**config.mk**
```make
export PLATFORM = sky130hd
export DESIGN_NAME = seven_seg_scan_ctrl
export DESIGN_NICKNAME = d
export VERILOG_FILES = /design/src/rtl/seven_seg_scan_ctrl.sv
export SDC_FILE = /design/constraint.sdc
export NUM_CORES = 1
export LEC_CHECK = 0
export ABC_CLOCK_PERIOD_IN_PS = 6100
export BUFFER_PORTS_ARGS = -buffer_cell sky130_fd_sc_hd__buf_2
export CAP_MARGIN = 20
export CORE_UTILIZATION = 30
export DETAILED_ROUTE_END_ITERATION = 8
export GPL_ROUTABILITY_DRIVEN = 1
export MAX_ROUTING_LAYER = met4
export PLACE_DENSITY = 0.56
export REMOVE_ABC_BUFFERS = 1
export SYNTH_ARGS = -nofsm -noshare
export SYNTH_HDL_FRONTEND = slang
export SYNTH_SLANG_ARGS = --single-unit
```
**constraint.sdc**
```tcl
create_clock -name clk -period 6.1 [get_ports clk]
set_input_delay 1.22 -clock clk [delete_from_list [all_inputs] [get_ports clk]]
set_output_delay 1.22 -clock clk [all_outputs]
set_load 0.02 [all_outputs]
```
**src/rtl/seven_seg_scan_ctrl.sv**
```systemverilog
// Four-digit common-anode scan controller: rotates one BCD nibble per slot to a
// shared decoder, with a dark guard interval, leading-zero blanking and frame-synchronous value commit.
module seven_seg_scan_ctrl #(
    parameter int REFRESH_DIV = 100000,
    parameter int GUARD_CYC   = 2000
) (
    input  logic        clk,
    input  logic        rst,
    input  logic        enable,
    input  logic [15:0] value_in,
    input  logic        value_load,
    input  logic [3:0]  dp_in,
    input  logic        lz_en,
    output logic [3:0]  bcd_out,
    output logic        seg_blank,
    output logic [3:0]  an,
    output logic        dp,
    output logic        frame_start
);

    localparam int TW = (REFRESH_DIV > 1) ? $clog2(REFRESH_DIV) : 1;
    localparam logic [TW-1:0] GUARD_LAST = TW'(GUARD_CYC - 1);
    localparam logic [TW-1:0] SLOT_LAST  = TW'(REFRESH_DIV - 1);

    typedef enum logic [1:0] {
        ST_OFF,
        ST_GUARD,
        ST_DRIVE
    } state_t;

    state_t          state_reg, state_next;
    logic [TW-1:0]   tick_reg, tick_next;
    logic [1:0]      digit_reg, digit_next;
    logic [15:0]     shadow_reg, shadow_next;
    logic [15:0]     pending_reg, pending_next;
    logic            pend_flag_reg, pend_flag_next;

    logic [3:0]      bcd_next;
    logic [3:0]      an_next;
    logic            seg_blank_next;
    logic            dp_next;
    logic            frame_start_next;

    logic            slot_end;
    logic            frame_edge;
    logic            lit;
    logic [3:0]      suppress;
    logic [3:0]      nibble [4];

    assign slot_end   = (state_reg == ST_DRIVE) && (tick_reg == SLOT_LAST);
    // Frame boundary: leaving digit 3's slot, or starting up from OFF.
    assign frame_edge = enable && ((state_reg == ST_OFF) || (slot_end && (digit_reg == 2'd3)));

    // Slot sequencing
    always_comb begin
        state_next       = state_reg;
        tick_next        = tick_reg + TW'(1);
        digit_next       = digit_reg;
        frame_start_next = 1'b0;
        if (!enable) begin
            state_next = ST_OFF;
            tick_next  = '0;
            digit_next = 2'd0;
        end else begin
            case (state_reg)
                ST_OFF: begin
                    state_next       = ST_GUARD;
                    tick_next        = '0;
                    digit_next       = 2'd0;
                    frame_start_next = 1'b1;
                end
                ST_GUARD: begin
                    if (tick_reg == GUARD_LAST) begin
                        state_next = ST_DRIVE;
                    end
                end
                ST_DRIVE: begin
                    if (slot_end) begin
                        state_next       = ST_GUARD;
                        tick_next        = '0;
                        digit_next       = digit_reg + 2'd1;
                        frame_start_next = (digit_reg == 2'd3);
                    end
                end
                default: begin
                    state_next = ST_OFF;
                    tick_next  = '0;
                    digit_next = 2'd0;
                end
            endcase
        end
    end

    // A load landing on a boundary (or while dark) goes straight to the shadow.
    always_comb begin
        shadow_next    = shadow_reg;
        pending_next   = pending_reg;
        pend_flag_next = pend_flag_reg;
        if (value_load && (frame_edge || (state_reg == ST_OFF))) begin
            shadow_next    = value_in;
            pend_flag_next = 1'b0;
        end else if (value_load) begin
            pending_next   = value_in;
            pend_flag_next = 1'b1;
        end else if (frame_edge && pend_flag_reg) begin
            shadow_next    = pending_reg;
            pend_flag_next = 1'b0;
        end
    end

    assign suppress[0] = 1'b0;

    genvar gi;
    generate
        for (gi = 0; gi < 4; gi++) begin : g_nibble
            assign nibble[gi] = shadow_next[4*gi +: 4];
        end
        for (gi = 1; gi < 4; gi++) begin : g_lz
            assign suppress[gi] = lz_en && (shadow_next[15:4*gi] == '0);
        end
        for (gi = 0; gi < 4; gi++) begin : g_anode
            assign an_next[gi] = !((state_next == ST_DRIVE) && (digit_next == 2'(gi)) && !suppress[gi]);
        end
    endgenerate

    // Outputs are computed from next-state values so they line up with the state register.
    always_comb begin
        lit            = (state_next == ST_DRIVE) && !suppress[digit_next];
        seg_blank_next = !lit;
        dp_next        = lit ? ~dp_in[digit_next] : 1'b1;
        bcd_next       = (state_next == ST_OFF) ? 4'h0 : nibble[digit_next];
    end

    always_ff @(posedge clk) begin
        if (rst) begin
            state_reg     <= ST_OFF;
            tick_reg      <= '0;
            digit_reg     <= 2'd0;
            shadow_reg    <= '0;
            pending_reg   <= '0;
            pend_flag_reg <= 1'b0;
            bcd_out       <= 4'h0;
            seg_blank     <= 1'b1;
            an            <= 4'hF;
            dp            <= 1'b1;
            frame_start   <= 1'b0;
        end else begin
            state_reg     <= state_next;
            tick_reg      <= tick_next;
            digit_reg     <= digit_next;
            shadow_reg    <= shadow_next;
            pending_reg   <= pending_next;
            pend_flag_reg <= pend_flag_next;
            bcd_out       <= bcd_next;
            seg_blank     <= seg_blank_next;
            an            <= an_next;
            dp            <= dp_next;
            frame_start   <= frame_start_next;
        end
    end

endmodule

```
# Word level (Yosys, flattened, before mapping)

Index checks and enable logic that the tools add are counted.

$lt $le $gt $ge: 2
Equal/unequal tests: 9
Bitwise gates (word level): 5
Add/sub/neg operators: 2
Mux-type cells: 23
Reductions and logical operators: 39

Operators with widths:

| kind                  | number |
|---|---|
| $mux 16               | 3 |
| $pmux 17 s2           | 1 |
| $add 17x1->17 const B | 1 |
| $eq 17x11->1 const B  | 1 |
| $eq 17x17->1 const B  | 1 |
| $mux 17               | 1 |
| $logic_and 1x1->1     | 16 |
| $logic_not 12->1      | 1 |
| $eq 2x2->1 const B    | 5 |
| $mux 2                | 5 |
| $logic_not 1->1       | 9 |
| $bmux 4 s2            | 1 |
| $logic_not 8->1       | 1 |
| $mux 4                | 2 |
| $reduce_or 2->1       | 4 |
| $logic_not 2->1       | 3 |
| $pmux 2 s3            | 1 |
| $mux 1                | 5 |
| $bmux 1 s2            | 2 |
| $eq 2x1->1 const B    | 2 |
| $logic_not 4->1       | 1 |
| $not 1->1             | 4 |
| $pmux 2 s2            | 1 |
| $ge 3x3->1 const B    | 1 |
| 7 further kinds       | 8 |

Output and inout port bits: 11
Bits in registers: 65
Word-level logic and storage cells: 91

# Logic depth before layout (Yosys ltp)

Depth in word-level cells: 17
Mapped depth: 10
Depth with buffers taken out: 9

# Least setup slack after synthesis

OpenSTA, ideal clock, no wires.

Path type: input to register
From: input port value_load
To: register dp
Data arrival time: 3.049 ns
Setup time: 0.079 ns
Buffers on the path: 2
Slack: 2.972 ns
Cell stages on the path: 9
Required time: 6.021 ns
Cells stage by stage: clkbuf_1 > a21oi_1 > and4b_2 > a21oi_4 > buf_6 > a222oi_1 > and4_1 > a31oi_1 > o211ai_1

Word-level cells in the longest chain between the ends: 10

Ends and longest elaborated chain:

| item                                                | line    | RTL |
|---|---|---|
| start, declared                                     | 11      | `input logic value_load,` |
| $mux 16 / $logic_and 1x1->1 (equally long branches) | 102, 99 |  |
| $mux 16 (*)                                         | 99      | `if (value_load && (frame_edge \|\| (state_reg == ST_OFF))) begin` |
| $logic_not 12->1 (tied with other cells)            | 119     | `assign suppress[gi] = lz_en && (shadow_next[15:4*gi] == '0);` |
| $logic_and 1x1->1                                   | 119     |  |
| $bmux 1 s2 (*)                                      | 128     | `lit = (state_next == ST_DRIVE) && !suppress[digit_next];` |
| $mux 1 (implied by the code) (*)                    | 128     |  |
| $logic_not 1->1 (*)                                 | 128     |  |
| $logic_and 1x1->1 (*)                               | 128     |  |
| $not 1->1 (no source line) (*)                      | -       |  |
| $reduce_or 2->1 (no source line) (*)                | -       |  |
| end signal, assigned                                | 157     | `dp <= dp_next;` |
| end, declared                                       | 17      | `output logic dp,` |

Mark *: on every way between the ends. The rest lies on a longest branch, timed or not. The select of a mux whose other input is x is not followed.
A chain may end at the register's enable or synchronous reset.

# Worst setup path after layout

From: input port enable
To: register dp

Word-level cells in the longest chain between the ends: 13

Ends and longest elaborated chain:

| item                                     | line | RTL |
|---|---|---|
| start, declared                          | 9    | `input logic enable,` |
| $logic_and 1x1->1                        | 52   | `assign frame_edge = enable && ((state_reg == ST_OFF) \|\| (slot_end && (digit_reg == 2'd3)));` |
| $logic_and 1x1->1                        | 105  | `end else if (frame_edge && pend_flag_reg) begin` |
| $mux 16                                  | 105  |  |
| $mux 16                                  | 102  | `end else if (value_load) begin` |
| $mux 16                                  | 99   |  |
| $logic_not 12->1 (tied with other cells) | 119  |  |
| $logic_and 1x1->1                        | 119  |  |
| $bmux 1 s2                               | 128  |  |
| $mux 1 (implied by the code)             | 128  |  |
| $logic_not 1->1                          | 128  |  |
| $logic_and 1x1->1                        | 128  |  |
| $not 1->1 (no source line)               | -    |  |
| $reduce_or 2->1 (no source line)         | -    |  |

Several ways; a longest one is shown, not always the timed one. The select of a mux whose other input is x is not followed.

==> reports/metrics.cfg <==
[cells_and_area]
largest_register_ffs=17
layout_common_cells=dfxtp_1, nor2_1, buf_2, nand2_1, mux2i_1
final_area_um2=3520
num_antenna_cells=0
fin_nets=401
final_common_cell=dfxtp_1
area_growth_pct=16.8
instances_no_fill=508
drive_above_1_share_pct=17.1

[clock_network]
ctsHoldBuffers=0
insertion_delay_ns=0.35
clockRootBuffer=clkbuf_8
cts_tree=yes
cts_max_level=3
clk_pin_slew_worst_paths_ns=0.07
cts_buffers=9
clock_sinks=65
postCtsResizedCells=0
post_cts.repair.setup_buffers=0
cts_buffer_depth=2

[power]
seqPwrFrac_pct=49.8
clock_power_share_pct=41.9
netSwitchingPower_uw=219
power.share.switching_pct=24.8
p_leak_uw=0.00140
p_comb_share_pct=8.3
ir_worst_vdd_uv=102
power-per-cell-area_nw_per_um2=251
internal_power_uw=664
total_power_uw=884

[sta]
hold_ws_ns=0.461
rsz0062_at_grt=false
final-hold-violation-count=0
tns_ns=0
period_share_pct=49.9
timing.final.max_slew_violations=0
min_period_ns=3.05
fin_skew_ns=0.00487
worst_slew_pin_slew_ns=0.750
setup_viol_count_final=0
slew_headroom_pct=50.0
max_freq_mhz=328

[synthesis]
synth_top_family_by_area=simple AND/OR/NAND/NOR gates
synth_xor_area_share_pct=3.78
synth_cell_types=57
synthCells=337
synth-seq-area-share_pct=43.2
avgSynthCellArea_um2=8.95
yosys.area_share.adder_pct=2.49
synth_edf_count=0
synth_compound_area_share_pct=16.8
ys_warn_count=0
synth_mux_area_share_pct=7.01
synthFlopType=dfxtp_1
syn_area_um2=3020
ys_async_sr_fraction_pct=0
synth_seq_cells=65
synth-simple-area-share_pct=22.9

[route]
dr.pass1.iters=5
drt_iter0_drc=192
drc=0
routedWlPerCell_um=14.3
wl_met1_um=3390
vias=2555
met2_length_um=3510
route.top_layer_used=met4
wl_um=7250
routed_via_density=5.03
ant_nets=0
dr_wl_met3_um=249

[die]
die_x_um=102
start_util_pct=30.8
num_rows=36
dieArea_um2=10500
die-height_um=102
core_area_um2=9770
boundaryPins=36

[grt]
overflow=0
grt_pass1_vias=2374
antenna_found_initial=0
grt.total_usage_pct=15.7
grt_max_degree=38
grt_first_pass_wirelength_um=12000

[placement]
dp.cells=490
gp_congestion=0.805
io_buffers=35
dp_hpwl_um=5180
postPlaceCellArea_um2=3310

[status]
outcome=complete, no violations

[setup_path]
critPathRequiredTime_ns=6.36
start_kind=input port
critPathCaptureType=register
crit_fanout=14
crit_type=input port to register
cp.arrival_ns=3.31

[hold_path]
hp-class=register to register

[flow_run]
maxCapViolations=0

-- critical path, cell delays in order --
cell	delay, ns
buf_2	0.19
a21oi_1	0.16
and4b_2	0.39
a21oi_4	0.14
a222oi_1	0.49
and4_1	0.35
a31oi_1	0.13
o211ai_1	0.24
-- power by group through the flow --
stage	logic (uW)	clock network, uW	registers (uW)
final	73.2	370	440
after global routing	81.7	401	442
after CTS	72.7	380	440
after detailed placement	72.4	0	450
after global placement	70.6	0	450
after floorplan	42.6	0	450
-- metrics by stage --
step	utilization (%)	setup slack, ns
floorplan	-	3.06
finish	36.0	3.05
detailed placement	33.9	2.41
CTS	35.9	2.79
global placement	33.6	2.49
global route	36.0	2.91
-- Yosys cell counts (2+ instances only) --
| cell | count | area share, % |
|---|---|---|
| a211oi_1 | 2 | 0.50 |
| a21oi_1 | 14 | 2.3 |
| a221o_1 | 2 | 0.66 |
| a221oi_1 | 2 | 0.58 |
| a222oi_1 | 11 | 3.7 |
| a22oi_1 | 2 | 0.50 |
| a31oi_1 | 3 | 0.62 |
| and3_1 | 6 | 1.2 |
| and4_1 | 4 | 1.2 |
| buf_2 | 2 | 0.33 |
| buf_4 | 2 | 0.50 |
| buf_6 | 2 | 0.75 |
| clkbuf_1 | 10 | 1.2 |
| dfxtp_1 | 65 | 43 |
| ha_1 | 6 | 2.5 |
| inv_1 | 7 | 0.87 |
| mux2i_1 | 20 | 6.6 |
| nand2_1 | 26 | 3.2 |
| nand2b_1 | 2 | 0.41 |
| nand3_1 | 13 | 2.2 |
| nand4_1 | 8 | 1.7 |
| nor2_1 | 61 | 7.6 |
| nor2b_1 | 3 | 0.62 |
| nor3_1 | 2 | 0.33 |
| nor4_1 | 3 | 0.62 |
| o211ai_1 | 3 | 0.75 |
| o21ai_0 | 10 | 1.7 |
| o21ai_1 | 2 | 0.33 |
| o311a_1 | 2 | 0.66 |
| or3_1 | 3 | 0.62 |
| or4_1 | 2 | 0.50 |
| xnor2_1 | 4 | 1.2 |
| xor2_1 | 9 | 2.6 |
-- layer usage --
layer,vias up,track usage [%]
li1,1297,-
met1,1212,18.5
met2,39,25.3
met3,7,5.54
met4,0,4.29
met5,-,-
-- area by class of cell --
cell class / instances / area, um2
Fill cell: 1034 / 6250
Multi-Input combinational cell: 248 / 1610
Sequential cell: 65 / 1300
Timing Repair Buffer: 39 / 225
Tap cell: 133 / 166
Clock buffer: 11 / 141
Clock inverter: 5 / 55.1
Inverter: 7 / 26.3
-- kinds of logic (layout without fill, tap and decap cells) --
family,after synthesis,count (layout)
buffers and inverters,24,62
AND/OR/NAND/NOR,140,140
multiplexers,21,21
XOR/XNOR,13,13
flip-flops,65,65
AO/OA/AOI/OAI,68,68
adder cells (fa/ha/maj),6,6
-- worst paths after layout --
path | start | end | slack (ns) | depth (start not counted)
setup / recovery | enable | dp | 3.05 | 8
hold / removal | tick_reg[0] | tick_reg[0] | 0.46 | 1
setup reg to reg | state_reg[0] | dp | 3.23 | 10
hold reg to reg | tick_reg[0] | tick_reg[0] | 0.46 | 1
No activity file was read; power rests on OpenSTA's default activity.
